===== src/rtl/fft_butterfly_r2.sv =====
// fft_butterfly_r2: radix-2 DIT butterfly, X0 = (A+WB)/2, X1 = (A-WB)/2, with a per-pass index counter.
// Latency: 2 cycles from input acceptance to output, 1 butterfly per cycle sustained.
// Backpressure: ready_out low holds S2 (outputs stable); S1 holds once full; ready_in = ~v1 | ~v2 | ready_out.
//
// Ports:
//   clk, rst_n            clock (rising edge), async active-low reset
//   a_in, wb_in           complex inputs {real[2*DW-1:DW], imag[DW-1:0]}, signed
//   valid_in / ready_in   input handshake
//   x0_out, x1_out        complex results, same packing
//   valid_out / ready_out output handshake
//   last_out, bfly_idx    butterfly index within the pass, last flags index N_POINTS/2-1
//
// Optional feature: define BFLY_ROUND_EN to round half-up ((v+1)>>>1) instead of truncating.
module fft_butterfly_r2 #(
    parameter int DW        = 12,
    parameter int N_POINTS  = 1024,
    localparam int IW       = $clog2(N_POINTS) - 1
) (
    input  logic              clk,
    input  logic              rst_n,
    input  logic [2*DW-1:0]   a_in,
    input  logic [2*DW-1:0]   wb_in,
    input  logic              valid_in,
    output logic              ready_in,
    output logic [2*DW-1:0]   x0_out,
    output logic [2*DW-1:0]   x1_out,
    output logic              valid_out,
    input  logic              ready_out,
    output logic              last_out,
    output logic [IW-1:0]     bfly_idx
);

    // Stage 1 registers
    logic [2*DW-1:0] a1_q, wb1_q;
    logic            v1_q;
    logic [IW-1:0]   idx1_q;
    logic [IW-1:0]   cnt_q, cnt_d;

    // Stage 2 registers
    logic [2*DW-1:0] x0_q, x1_q, x0_d, x1_d;
    logic            v2_q;
    logic [IW-1:0]   idx2_q;
    logic            last2_q;

    logic adv1, adv2, accept;

    assign adv2     = ~v2_q | ready_out;
    assign adv1     = ~v1_q | adv2;
    assign ready_in = adv1;
    assign accept   = valid_in & adv1;

    // N_POINTS/2 is a power of two, so the natural IW-bit wrap gives the pass boundary.
    assign cnt_d = cnt_q + IW'(1);

    // Halve a (DW+2)-bit signed value down to DW bits. Two guard bits keep the
    // rounding increment from wrapping before the shift.
    function automatic logic [DW-1:0] halve(input logic signed [DW+1:0] v);
        logic signed [DW+1:0] t;
`ifdef BFLY_ROUND_EN
        t = v + (DW+2)'(1);
`else
        t = v;
`endif
        t = t >>> 1;
        return t[DW-1:0];
    endfunction

    always_comb begin
        logic signed [DW+1:0] ar, ai, br, bi;
        ar = {{2{a1_q[2*DW-1]}},  a1_q[2*DW-1:DW]};
        ai = {{2{a1_q[DW-1]}},    a1_q[DW-1:0]};
        br = {{2{wb1_q[2*DW-1]}}, wb1_q[2*DW-1:DW]};
        bi = {{2{wb1_q[DW-1]}},   wb1_q[DW-1:0]};
        x0_d = {halve(ar + br), halve(ai + bi)};
        x1_d = {halve(ar - br), halve(ai - bi)};
    end

    always_ff @(posedge clk or negedge rst_n) begin
        if (!rst_n) begin
            a1_q   <= '0;
            wb1_q  <= '0;
            v1_q   <= 1'b0;
            idx1_q <= '0;
            cnt_q  <= '0;
        end else begin
            if (adv1) begin
                v1_q <= valid_in;
            end
            if (accept) begin
                a1_q   <= a_in;
                wb1_q  <= wb_in;
                idx1_q <= cnt_q;
                cnt_q  <= cnt_d;
            end
        end
    end

    always_ff @(posedge clk or negedge rst_n) begin
        if (!rst_n) begin
            x0_q    <= '0;
            x1_q    <= '0;
            v2_q    <= 1'b0;
            idx2_q  <= '0;
            last2_q <= 1'b0;
        end else if (adv2) begin
            v2_q <= v1_q;
            // Only load on a real S1 word so a bubble leaves the last result in place.
            if (v1_q) begin
                x0_q    <= x0_d;
                x1_q    <= x1_d;
                idx2_q  <= idx1_q;
                last2_q <= (idx1_q == {IW{1'b1}});
            end
        end
    end

    assign x0_out    = x0_q;
    assign x1_out    = x1_q;
    assign valid_out = v2_q;
    assign bfly_idx  = idx2_q;
    assign last_out  = last2_q & v2_q;

endmodule

===== config.mk =====
export PLATFORM = sky130hd
export DESIGN_NAME = fft_butterfly_r2
export DESIGN_NICKNAME = d
export VERILOG_FILES = /design/src/rtl/fft_butterfly_r2.sv
export SDC_FILE = /design/constraint.sdc
export NUM_CORES = 1
export LEC_CHECK = 0
export ABC_AREA = 1
export CAP_MARGIN = 10
export CORE_MARGIN = 1.5
export CORE_UTILIZATION = 50
export CTS_CLUSTER_SIZE = 10
export DETAILED_ROUTE_END_ITERATION = 10
export PLACE_DENSITY_LB_ADDON = 0.15
export SLEW_MARGIN = 25
export SYNTH_ARGS = -nofsm -noshare
export SYNTH_HDL_FRONTEND = slang
export SYNTH_SLANG_ARGS = --single-unit

===== constraint.sdc =====
create_clock -name clk -period 1.93 [get_ports clk]
set_input_delay 0.193 -clock clk [delete_from_list [all_inputs] [get_ports clk]]
set_output_delay 0.193 -clock clk [all_outputs]
set_load 0.02 [all_outputs]

# Word-level counts from Yosys, hierarchy flattened
# Index checks and enable logic that the tools add are counted.
# op_classes
addsub	5
mul	0
n_div	0
magnitude_cmp	0
n_eq_ne	1
shift	0
n_mux	0
n_bitwise	6
n_reduce_logical	1
# op_table
op	n
12-bit by 12-bit adder with 13-bit output	2
12-bit by 12-bit subtractor with 13-bit output	2
9-bit by 1-bit adder with 9-bit output, second input constant	1
9-bit == test, second input constant	1
1-bit bitwise AND	2
1-bit inverter	2
1-bit bitwise OR	2
2-bit AND reduction	1
# totals
ff_bits	126
latchBits	0
ram_bits	0
rom_bits	0
in_bits	52
output_inout_bits	60
mem_count	0

# Logic depth before layout (Yosys ltp)
# Gate-level depths: netlist (run 1).
# depth
ltp_word	4
ltp_mapped	13

# Worst setup path after synthesis (run 1)
# No wires, ideal clock.
# synth_timing
kind	register to register
start	register a1_q[0]
end	register x1_q[11], in the netlist x1_out[11]
setup_time_ps	118
arrival_ps	1572
t_required_ps	1812
setup_slack_ps	240
stages_incl_launch_ff	10
path_buffers	0
path_cell_list	dfrtp_1 -> nor2_1 -> inv_1 -> fa_1 -> nand3_1 -> nand3_1 -> nand3_1 -> nand4_1 -> nand3_1 -> nand2_1
# synth_between
elab_chain_len	1
# synth_lines
item	line_no	rtl
start, declared	34	logic [2*DW-1:0] a1_q, wb1_q;
start signal, assigned	90	a1_q <= a_in;
12-bit by 12-bit subtractor with 13-bit output	75	x1_d = {halve(ar - br), halve(ai - bi)};
end signal, assigned	101	x1_q <= '0;
end signal, assigned	110	x1_q <= x1_d;
end, declared	40	logic [2*DW-1:0] x0_q, x1_q, x0_d, x1_d;
# Every way passes these cells.
# A chain may end at the register's enable or synchronous reset.

# Final worst setup path (run 1)
# Same ends and word-level chain as after synthesis.

==> results of run 1 <==
==> cells by family after synthesis <==
family | synth area share (%)
AO/OA/AOI/OAI | 6.87
AND/OR/NAND/NOR | 30.5
XOR/XNOR | 2.08
flip-flops | 41.7
adder cells (fa/ha/maj) | 8.50
buffers and inverters | 10.4
==> final cells by class <==
class                      count  area, um2  area share [%]
clock buffer                  18        439            4.58
clock inverter                14        183            1.91
inverter                     152        571            5.96
multi-input combinational    735       3690            38.5
sequential                   126       3150            32.9
tap                          184        230            2.40
timing repair buffer         130       1320            13.7
==> path summary, 6_finish.rpt <==
kind	from	to	slack, ps	depth (start not counted)
worst min-delay path	rst_n	a1_q[15]	190	2
worst min register to register	x0_out[12]	x0_out[12]	480	2
max in group asynchronous	rst_n	cnt_q[8]	1190	3
worst max-delay path	a1_q[0]	x1_out[11]	140	9
min in group clk	a_in[5]	a1_q[5]	290	3
worst max register to register	a1_q[0]	x1_out[11]	140	9
==> registers in the layout (all words and copies together), names as in the netlist <==
signal     cells
x0_out        24
x1_out        24
wb1_q         24
a1_q          24
v1_q           1
cnt_q          9
idx1_q         9
bfly_idx       9
valid_out      1
last2_q        1
==> per-stage QoR <==
stage	setup WS [ps]	hold slack [ps]	std cells
finish	135	189	1359
CTS	57.0	187	1359
floorplan	240	-103	1055
global placement	67.0	92.4	1326
detailed placement	77.9	92.3	1326
global route	2.33	216	1359
==> cell usage in the layout (no fill, tap or decap), drive strengths merged <==
master / synthesis / final
nor2: 74 / 74
fa: 4 / 4
or2: 1 / 1
dfrtp: 126 / 126
and2: 2 / 2
nand3: 61 / 61
clkbuf: 11 / 18
nand4: 18 / 18
nor4: 1 / 1
xnor2: 1 / 1
a21oi: 25 / 25
o31ai: 1 / 1
a31oi: 5 / 5
inv: 152 / 157
buf: 31 / 19
nand3b: 2 / 2
clkinvlp: 0 / 2
ha: 45 / 45
bufinv: 0 / 3
nand2: 404 / 404
clkinv: 0 / 4
dlygate4sd3: 0 / 1
a21o: 1 / 1
clkdlybuf4s50: 0 / 110
o21ai: 68 / 68
nor3: 5 / 5
xor2: 17 / 17
==> layer usage <==
layer	GRT usage [%]	share of wire, %
met2	38.8	42
met5	0	0
met1	38.9	50
met3	7.05	6.9
met4	7.78	1.6
==> worst max-delay path, cell delays in order, from the launching register on <==
cell     delay [ps]
dfrtp_1         400
nor2_2          160
inv_1           100
fa_1            400
nand3_1         160
nand3_2         130
nand3_1         120
nand4_1          80
nand3_1          90
nand2_1          50
==> power breakdown <==
group | internal [mW] | total, mW | switching, mW | leakage (nW)
logic | 2.35 | 5.68 | 3.33 | 3.18
clock network | 2.09 | 3.39 | 1.30 | 0.300
registers | 3.54 | 4.22 | 0.683 | 1.54
total | 7.97 | 13.3 | 5.32 | 5.01
==> repair_timing <==
action,4_1_cts,5_1_grt
hold buffers,1,0
hold endpoints to repair,125,0
resized for setup,0,17
setup endpoints to repair,0,14
==> results.py, run 1 <==
metrics = {
    "min_path": {
        "hold_class": "primary input to async pin",
    },
    "placed_design": {
        "gp_congestion": 0.945,
        "dp_hpwl_um": 14400,
        "port_buffers": 111,
        "placed_cell_area_mm2": 0.00889,
    },
    "clock_network": {
        "clockRootBuffer": "clkbuf_16",
        "h-tree-depth": 4,
        "cts_setup_buffers": 0,
        "clock_sinks": 126,
        "cts_made_buffers": 17,
        "path_clk_slew_ps": 60,
        "cts_buffer_depth": 2,
        "clock_latency_ps": 430,
        "cts_tree": "built",
    },
    "worst_setup_path": {
        "crit_type": "flop to flop",
        "arrival_ps": 2110,
        "startpoint_type": "flop",
        "cp.required_ps": 2250,
        "cp-end-kind": "flop",
        "worst-path-max-fanout": 4,
    },
    "logic_synthesis": {
        "ys_ff_latch": 126,
        "syn_avg_cell_area_um2": 7.17,
        "synth_top_area_share_pct": 41.7,
        "synth_area_leaders": "dfrtp_1 42%, nand2_1 20%, ha_1 7.4%",
        "ys_seq_area_share_pct": 41.7,
        "netlist_area_mm2": 0.00756,
        "synth_edf_count": 0,
        "yosysMostFrequentCell": "nand2_1",
        "synth_common_cells": "403 x nand2_1, 149 x inv_1, 126 x dfrtp_1",
        "ys_warn_count": 0,
        "synthArstFlopShare_pct": 100,
        "synth_cell_type_count": 30,
        "synth_area_leader_cell": "dfrtp_1",
        "yosys_most_used_dff": "dfrtp_1",
        "syn_inst": 1055,
        "syn-num-nets": 1156,
    },
    "sta": {
        "hold_viol": 0,
        "drv_slew": 0,
        "rsz0062_at_grt": "no",
        "min_period_ps": 1790,
        "max_freq_ghz": 0.557,
        "setup_violations": 0,
        "tns_ps": 0,
        "post-route-period-util_pct": 93.0,
        "finClkSkew_ps": 10.1,
        "worst_pin_slew_ps": 382,
        "relSlewSlack_pct": 74.5,
    },
    "floorplanning": {
        "fp.dieH_um": 126,
        "row_count": 44,
        "core_area_mm2": 0.0146,
        "die_area_mm2": 0.0159,
        "die_w_um": 126,
        "start_util_pct": 51.6,
        "pin_count": 112,
    },
    "detailed_routing": {
        "via_per_inst": 5.01,
        "drtIter0Drc": 426,
        "route.detailed.drc": 8,
        "wl_per_cell_um": 14.3,
        "dr_total_vias": 6811,
        "first_pass_iters": 11,
        "wl_um": 19500,
        "final_antenna_net_count": 0,
    },
    "layout": {
        "drive_gt1_share_pct": 6.64,
        "final_nets": 1263,
        "fill_cells": 1313,
        "final_area_mm2": 0.00958,
        "diodes": 0,
        "utilization_pct": 65.4,
        "syn_to_final_growth_pct": 26.7,
    },
    "grt": {
        "first_global_vias": 6631,
        "antenna_found_initial": 0,
        "grt_pass1_wl_um": 33100,
        "grt_use_total_pct": 26.6,
        "grt-ovfl-total": 0,
        "grt_start_max_net_pins": 49,
    },
    "power_and_ir_drop": {
        "p_leak_nw": 5.01,
        "peakVddDrop_mv": 0.976,
        "total_power_mw": 13.3,
        "power_density_mw_per_mm2": 1390,
    },
    "status": {
        "violations": "DRC",
        "status": "finished, violations left",
    },
    "run": {
        "max-cap-violations": 0,
    },
}
Power figures use the tool's default switching activity.
==> inputs of run 2 (changes only) <==
--- a/config.mk
+++ b/config.mk
@@ -11,6 +11,7 @@
 export CORE_UTILIZATION = 50
 export CTS_CLUSTER_SIZE = 10
 export DETAILED_ROUTE_END_ITERATION = 10
+export GPL_TIMING_DRIVEN = 0
 export PLACE_DENSITY_LB_ADDON = 0.15
 export SLEW_MARGIN = 25
 export SYNTH_ARGS = -nofsm -noshare
==> constraint.sdc (replaced) <==
create_clock -name clk -period 2.1 [get_ports clk]
set_input_delay 0.21 -clock clk [delete_from_list [all_inputs] [get_ports clk]]
set_output_delay 0.21 -clock clk [all_outputs]
set_load 0.02 [all_outputs]
==> results.py, run 2 (same netlist as run 1, synthesis figures left out) <==
metrics = {
    "worst_setup_path": {
        "crit_type": "flop to flop",
        "worst-path-max-fanout": 4,
        "arrival_ps": 2170,
        "cp-end-kind": "flop",
        "startpoint_type": "flop",
        "crit_top_cell": "nand3_1",
        "cpPeakStageDelay_ps": 410,
        "cp.required_ps": 2410,
        "cp_cell_sequence": "nor2_2, inv_1, fa_2, nand3_1, nand3_1, nand3_1, nand4_1, nand3_1, nand2_1",
        "crit_slowest_cell": "dfrtp_1",
    },
    "power_and_ir_drop": {
        "p_int_mw": 7.05,
        "p_leak_nw": 5.05,
        "total_power_mw": 12.0,
        "peakVddDrop_mv": 0.815,
        "power_density_mw_per_mm2": 1260,
        "pwr-share-comb_pct": 43.3,
        "clockPowerShare_pct": 24.4,
        "seq_power_share_pct": 32.4,
        "swShare_pct": 41.2,
        "switchingPower_mw": 4.93,
    },
    "sta": {
        "max_freq_ghz": 0.537,
        "finClkSkew_ps": 10.4,
        "hold_viol": 0,
        "drv_slew": 0,
        "relSlewSlack_pct": 53.8,
        "rsz0062_at_grt": "no",
        "worst_pin_slew_ps": 693,
        "post-route-period-util_pct": 88.8,
        "setup_violations": 0,
        "min_period_ps": 1860,
        "tns_ps": 0,
    },
    "floorplanning": {
        "die_area_mm2": 0.0159,
        "pin_count": 112,
        "fp.dieH_um": 126,
        "row_count": 44,
        "die_w_um": 126,
        "core_area_mm2": 0.0146,
        "start_util_pct": 51.6,
    },
    "detailed_routing": {
        "wl_um": 20800,
        "dr_total_vias": 6984,
        "final_antenna_net_count": 0,
        "route.detailed.drc": 8,
        "drtIter0Drc": 556,
        "via_per_inst": 5.05,
        "first_pass_iters": 10,
        "wl_per_cell_um": 15.0,
    },
    "grt": {
        "grt_use_total_pct": 27.7,
        "first_global_vias": 6757,
        "antenna_found_initial": 0,
        "grt-ovfl-total": 0,
        "grt_start_max_net_pins": 84,
        "grt_pass1_wl_um": 34300,
    },
    "placed_design": {
        "gp_congestion": 0.939,
        "port_buffers": 111,
        "dp_hpwl_um": 15700,
    },
    "min_path": {
        "hold_class": "primary input to async pin",
    },
    "clock_network": {
        "cts_made_buffers": 17,
        "cts_buffer_depth": 2,
        "clockRootBuffer": "clkbuf_16",
        "cts_tree": "built",
        "path_clk_slew_ps": 60,
        "h-tree-depth": 4,
        "clock_latency_ps": 420,
        "clock_sinks": 126,
    },
    "layout": {
        "drive_gt1_share_pct": 6.58,
        "syn_to_final_growth_pct": 26.1,
        "mostFrequentLayoutCell": "nand2_1",
        "mostFrequentLayoutCells": "403 x nand2_1, 149 x inv_1, 126 x dfrtp_1, 110 x clkdlybuf4s50_1, 69 x nor2_1",
        "diodes": 0,
        "fill_cells": 1318,
        "regArea_mm2": 0.00315,
        "multi_input_area_mm2": 0.00363,
        "final_nets": 1288,
    },
    "status": {
        "violations": "DRC",
        "status": "finished, violations left",
    },
    "run": {
        "max-cap-violations": 0,
    },
}
[run 2: layer usage]
layer / up-vias / wire, um / track usage (%)
met4: 0 / 299 / 7.10
met5: - / 0 / 0
met1: 3191 / 9900 / 40.2
met2: 252 / 8900 / 42.4
li1: 3519 / - / -
met3: 22 / 1670 / 6.03
[run 2: path summary, 6_finish.rpt]
check                                 from    endpoint  slack [ps]  cells past startpoint
worst max-delay path               a1_q[0]  x1_out[11]         240                      9
worst min-delay path                 rst_n   wb1_q[20]         270                      2
worst max register to register     a1_q[0]  x1_out[11]         240                      9
worst min register to register  x1_out[20]  x1_out[20]         480                      2
max in group asynchronous            rst_n     a1_q[3]        1110                      3
min in group clk                   a_in[7]     a1_q[7]         320                      3
[run 2: final cells by class]
class	count	area share [%]
multi-input cells	735	38.1
flip-flops and latches	126	33.1
repair buffers	113	12.1
inverters	152	5.98
clock buffers	19	4.75
well taps	184	2.41
plain buffers	42	2.27
clock inverters	13	1.33
[run 2: worst max-delay path: cells and delay by family (launching register included)]
family | cells | cell delay, ps
buf+inv | 1 | 110
fa+ha+maj | 1 | 400
simple gates | 7 | 820
flops | 1 | 410
[run 2: through the flow]
| stage | utilization, % | std cells | hold WS, ps | setup WS, ps | instance area [um2] |
|---|---|---|---|---|---|
| detailed placement | 61.0 | 1351 | 127 | 72.1 | 8940 |
| global placement | 60.8 | 1350 | 454 | -4130 | 8900 |
| floorplan | - | 1055 | -85.6 | 410 | 7560 |
| finish | 65.1 | 1384 | 272 | 236 | 9530 |
| CTS | 65.1 | 1384 | 276 | 88.3 | 9530 |
| global route | 65.1 | 1384 | 310 | 60.3 | 9530 |
[run 2: what timing repair did]
item,4_1_cts,5_1_grt
setup buffers,0,0
resized for setup,0,3
hold endpoints to repair,43,0
setup endpoints to repair,0,4
hold buffers,1,0
[run 2: power groups by stage]
stage                     Combinational, mW  Sequential [mW]  Clock, mW
after global placement                 5.06             3.88          0
final                                  5.19             3.88       2.92
after detailed placement               5.13             3.89          0
after global routing                   5.77             3.97       3.05
after CTS                              5.18             3.86       2.94
after floorplan                        2.46             4.41          0
==> inputs of run 3 (changes only) <==
--- a/config.mk
+++ b/config.mk
@@ -6,10 +6,8 @@
 export NUM_CORES = 1
 export LEC_CHECK = 0
 export ABC_AREA = 1
-export CAP_MARGIN = 10
 export CORE_MARGIN = 1.5
 export CORE_UTILIZATION = 50
-export CTS_CLUSTER_SIZE = 10
 export DETAILED_ROUTE_END_ITERATION = 10
 export GPL_TIMING_DRIVEN = 0
 export PLACE_DENSITY_LB_ADDON = 0.15
==> results of run 3 <==
Final layout, timing and power as in run 2 (identical DEF).
==> edit 1 (settings of run 1) <==
Make the reset (`rst_n`) synchronous in 2 clocked blocks. Comments in the files are not updated.
--- a/src/rtl/fft_butterfly_r2.sv
+++ b/src/rtl/fft_butterfly_r2.sv
@@ -75,7 +75,7 @@
         x1_d = {halve(ar - br), halve(ai - bi)};
     end
 
-    always_ff @(posedge clk or negedge rst_n) begin
+    always_ff @(posedge clk) begin
         if (!rst_n) begin
             a1_q   <= '0;
             wb1_q  <= '0;
@@ -95,7 +95,7 @@
         end
     end
 
-    always_ff @(posedge clk or negedge rst_n) begin
+    always_ff @(posedge clk) begin
         if (!rst_n) begin
             x0_q    <= '0;
             x1_q    <= '0;
Function: differs if rst_n is asserted again (counterexample within 4 cycles, from zero or initial values and one cycle with rst_n low); with rst_n held inactive, the same outputs for 10 cycles.
==> edit 1 against run 1 <==
  * Design area down 1.4%
  * Non-clock buffer count up 5
  * Maximum frequency down 0.11%
  * Worst setup slack worse by 2.0 ps
  * Area after synthesis up 0.46%
  * Sequential cell count unchanged
  * Routed wire length up 5.0%
  * Sequential share of layout area down 6.2 points
  * Core utilization down 1.1 points
Power is not compared: it rests on default switching activity, and its combinational part moved more than twofold at a synthesized area within 25%.
==> edit 1: results (changes against run 1) <==
Worst Skew 9.77 ps (was 10.1 ps); synth top area cells dfxtp_1, nand2_1, nor2_1 (was dfrtp_1, nand2_1, ha_1); Seq/Total Area, Yosys 33.2% (was 41.7%); Tot GR Track Use 26.5% (was 26.6%); CP max stage cell fa_2 (was dfrtp_1); non-clock inverter total of the final layout 179 (was 152); vias in the first global route 6599 (was 6631); Place WS 89.1 ps (was 77.9 ps); Adder-Cell Fraction of Synth Area 8.46% (was 8.50%); largest net degree at the start of global routing 67 (was 49); Synth Area in XOR/XNOR 1.38% (was 2.08%); post-synthesis average cell area 6.53 sq um (was 7.17 sq um); Commonest cells post-synth nand2_1, nor2_1, inv_1, dfxtp_1 (was nand2_1, inv_1, dfrtp_1, nor2_1, o21ai_0); # fillers 1393 (was 1313); Synth Area in Compound Gates 11.6% (was 6.87%); Hold/Removal Path Class primary input to flip-flop (was primary input to asynchronous set/reset pin); fin area 0.00945 sq mm (was 0.00958 sq mm); synth unique cells 38 (was 30); Rel. slew slack 65.4% (was 74.5%); buffer share of cell area 14.3% (was 13.7%); Final #Nets 1362 (was 1263); Vias/cell 5.07 (was 5.01); fraction of area in multi-input gates 43.4% (was 38.5%); Post-Route WL 20500 um (was 19500 um); share of cells above drive strength 1 8.24% (was 6.64%); status completed (was finished with violations); FFs w/ async S/R, synth 0% (was 100%); clk tree area frac 6.04% (was 6.49%); DRT iter0 DRCs 523 (was 426); clock buffers 19 (was 18)
-- edit 1: cell count changes in the layout (fill, tap and decap cells not counted), moves of 20 or more --
cell     delta
dfxtp_1   +125
nand2_1   -140
nand3_1    +20
dfrtp_1   -126
inv_1      +23
nor2_1    +121
a21oi_1    +35
-- edit 1: worst paths after layout --
path	from	to	slack (ps)	depth (start not counted)
setup / recovery	wb1_q[0]	x1_out[11]	130	10
hold / removal	rst_n	wb1_q[22]	270	4
setup reg to reg	wb1_q[0]	x1_out[11]	130	10
hold reg to reg	a1_q[0]	a1_q[0]	470	2
-- edit 1: metal layers --
layer / share of wire, % / global-route usage [%] / vias to the layer above
li1: - / - / 3833
met1: 50 / 39.3 / 3307
met2: 40 / 37.1 / 227
met3: 8.3 / 7.90 / 23
met4: 1.6 / 6.76 / 0
met5: 0 / 0 / -
-- edit 1: what timing repair did --
action | CTS | global route
setup endpoints to repair | 0 | 21
hold buffers | 0 | 0
resized for setup | 0 | 17
setup buffers | 0 | 1
==> edit 2 (config.mk and constraints of run 1) <==
Without the edit above. `N_POINTS`: 1024 -> 4096.
--- a/src/rtl/fft_butterfly_r2.sv
+++ b/src/rtl/fft_butterfly_r2.sv
@@ -13,7 +13,7 @@
 // Optional feature: define BFLY_ROUND_EN to round half-up ((v+1)>>>1) instead of truncating.
 module fft_butterfly_r2 #(
     parameter int DW        = 12,
-    parameter int N_POINTS  = 1024,
+    parameter int N_POINTS  = 4096,
     localparam int IW       = $clog2(N_POINTS) - 1
 ) (
     input  logic              clk,
Ports: changed (resized bfly_idx); port bits go from 112 to 114. The function was not compared with the original's and may differ.
==> edit 2 against run 1 <==
  * Worst setup slack lost 18 ps
  * Via count grew 2.3%
  * Sequential cell count grew 6
  * Routed wire length grew 0.35%
  * Total power shrank 1.4%
  * Die area grew 5.0%
  * Core utilization shrank 1.4 points
  * Design area grew 2.8%
  * Global-route usage shrank 1.1 points
  * Area after synthesis grew 5.1%
  * Synthesized cell count grew 2.6%
  * Clock power shrank 6%
==> edit 2: results (changes against run 1) <==
Tot GR Track Use 25.5% (was 26.6%); Synth Area in Compound Gates 7.54% (was 6.87%); Reg area 0.00330 sq mm (was 0.00315 sq mm); largest net degree at the start of global routing 61 (was 49); synth unique cells 32 (was 30); R2R depth 8 (was 9); Min Hold Slack 273 ps (was 189 ps); FF-to-FF Start a1_q[8] (was a1_q[0]); CP max stage cell clkdlybuf4s50_1 (was dfrtp_1); Post-Route WL 19600 um (was 19500 um); FFs w/ async S/R, synth 100% (unchanged); vias in the first global route 6651 (was 6631); CTS clk-pin slew, worst paths 70 ps; Synth Area in XOR/XNOR 1.98% (was 2.08%); Final HPWL DP 14800 um (was 14400 um); Max IR drop VDD 798 uV (was 976 uV); DP Area 0.00923 sq mm (was 0.00889 sq mm); synth top area cells dfrtp_1, nand2_1, ha_1 (unchanged); Reg-to-Reg End x1_out[8] (was x1_out[11]); Critical Path Max Stage Delay 620 ps (was 400 ps); Net Count, Synth 1183 (was 1156); # fillers 1431 (was 1313); R2R Setup Slk 120 ps (was 140 ps); Rel. slew slack 65.5% (was 74.5%); Final #Nets 1291 (was 1263); Worst EP arrival 1620 ps (was 2110 ps); internal power 7.68 mW (was 7.97 mW); placed insts 1381 (was 1326); Pleak 5.17 nW (was 5.01 nW); number of port buffers 113 (was 111); Worst Skew 10.4 ps (was 10.1 ps); Commonest cells post-synth nand2_1, inv_1, dfrtp_1, nor2_1, nand3_1 (was nand2_1, inv_1, dfrtp_1, nor2_1, o21ai_0); share of cells above drive strength 1 7.73% (was 6.64%); Top delay family on crit path buffers and inverters (was simple AND/OR/NAND/NOR gates); status completed (was finished with violations); post-synthesis mux area share 0% (unchanged); gpl congestion 0.920 (was 0.945); Vias 6965 (was 6811); first-pass GRT wire length 32900 um (was 33100 um); wire per inst 13.8 um (was 14.3 um); DRT iter0 DRCs 562 (was 426); Adder-Cell Fraction of Synth Area 8.09% (was 8.50%); Seq/Total Area, Yosys 41.5% (was 41.7%); drt first pass iters 5 (was 11); post-synthesis average cell area 7.35 sq um (was 7.17 sq um); clk_lat worst skew 430 ps (about the same)
==> edit 2: kinds of logic (layout without fill, tap and decap cells) <==
kind of cell	Yosys count	count (layout)
simple gates	589	589
compound gates	103	103
buf+inv	191	312
fa+ha+maj	49	49
flops	132	132
xor+xnor	18	18
==> edit 2: metrics by stage <==
stage | worst slack (ps) | total power, mW
floorplan | 378 | 7.71
global placement | 75.3 | 9.84
detailed placement | 112 | 9.89
CTS | 96.4 | 13.1
global route | 3.56 | 14.0
finish | 117 | 13.1
==> edit 2: final cells by class <==
| cell class | instances | share of cell area (%) |
|---|---|---|
| clock buffers | 17 | 4.32 |
| clock inverters | 15 | 1.61 |
| inverters | 150 | 5.72 |
| multi-input cells | 759 | 38.8 |
| flip-flops and latches | 132 | 33.6 |
| well taps | 211 | 2.68 |
| repair buffers | 130 | 13.3 |
==> edit 2: power by group through the flow <==
stage | registers (mW) | clock network, mW | logic (mW)
detailed placement | 4.30 | 0 | 5.60
global route | 4.37 | 3.36 | 6.31
finish | 4.26 | 3.19 | 5.65
floorplan | 4.89 | 0 | 2.82
global placement | 4.27 | 0 | 5.57
CTS | 4.26 | 3.24 | 5.63
==> edit 2: metal layers <==
metal / track usage, % / vias up / wire (um)
met4: 8.92 / 0 / 366
met3: 4.95 / 27 / 1060
met1: 38.6 / 3190 / 10100
met2: 36.2 / 202 / 8050
met5: 0 / - / 0
li1: - / 3546 / -
==> edit 2: how the worst max path moves through the flow <==
stage               depth (start not counted)  slack (ps)       from         end
global placement                            9          80    a1_q[0]  x1_out[11]
floorplan                                  10         380    a1_q[1]  x1_out[11]
CTS                                        10         100    a1_q[0]  x1_out[11]
finish                                      2         120  valid_out    ready_in
global route                                8           4   a1_q[13]  x1_out[19]
detailed placement                          9         110    a1_q[0]  x1_out[11]
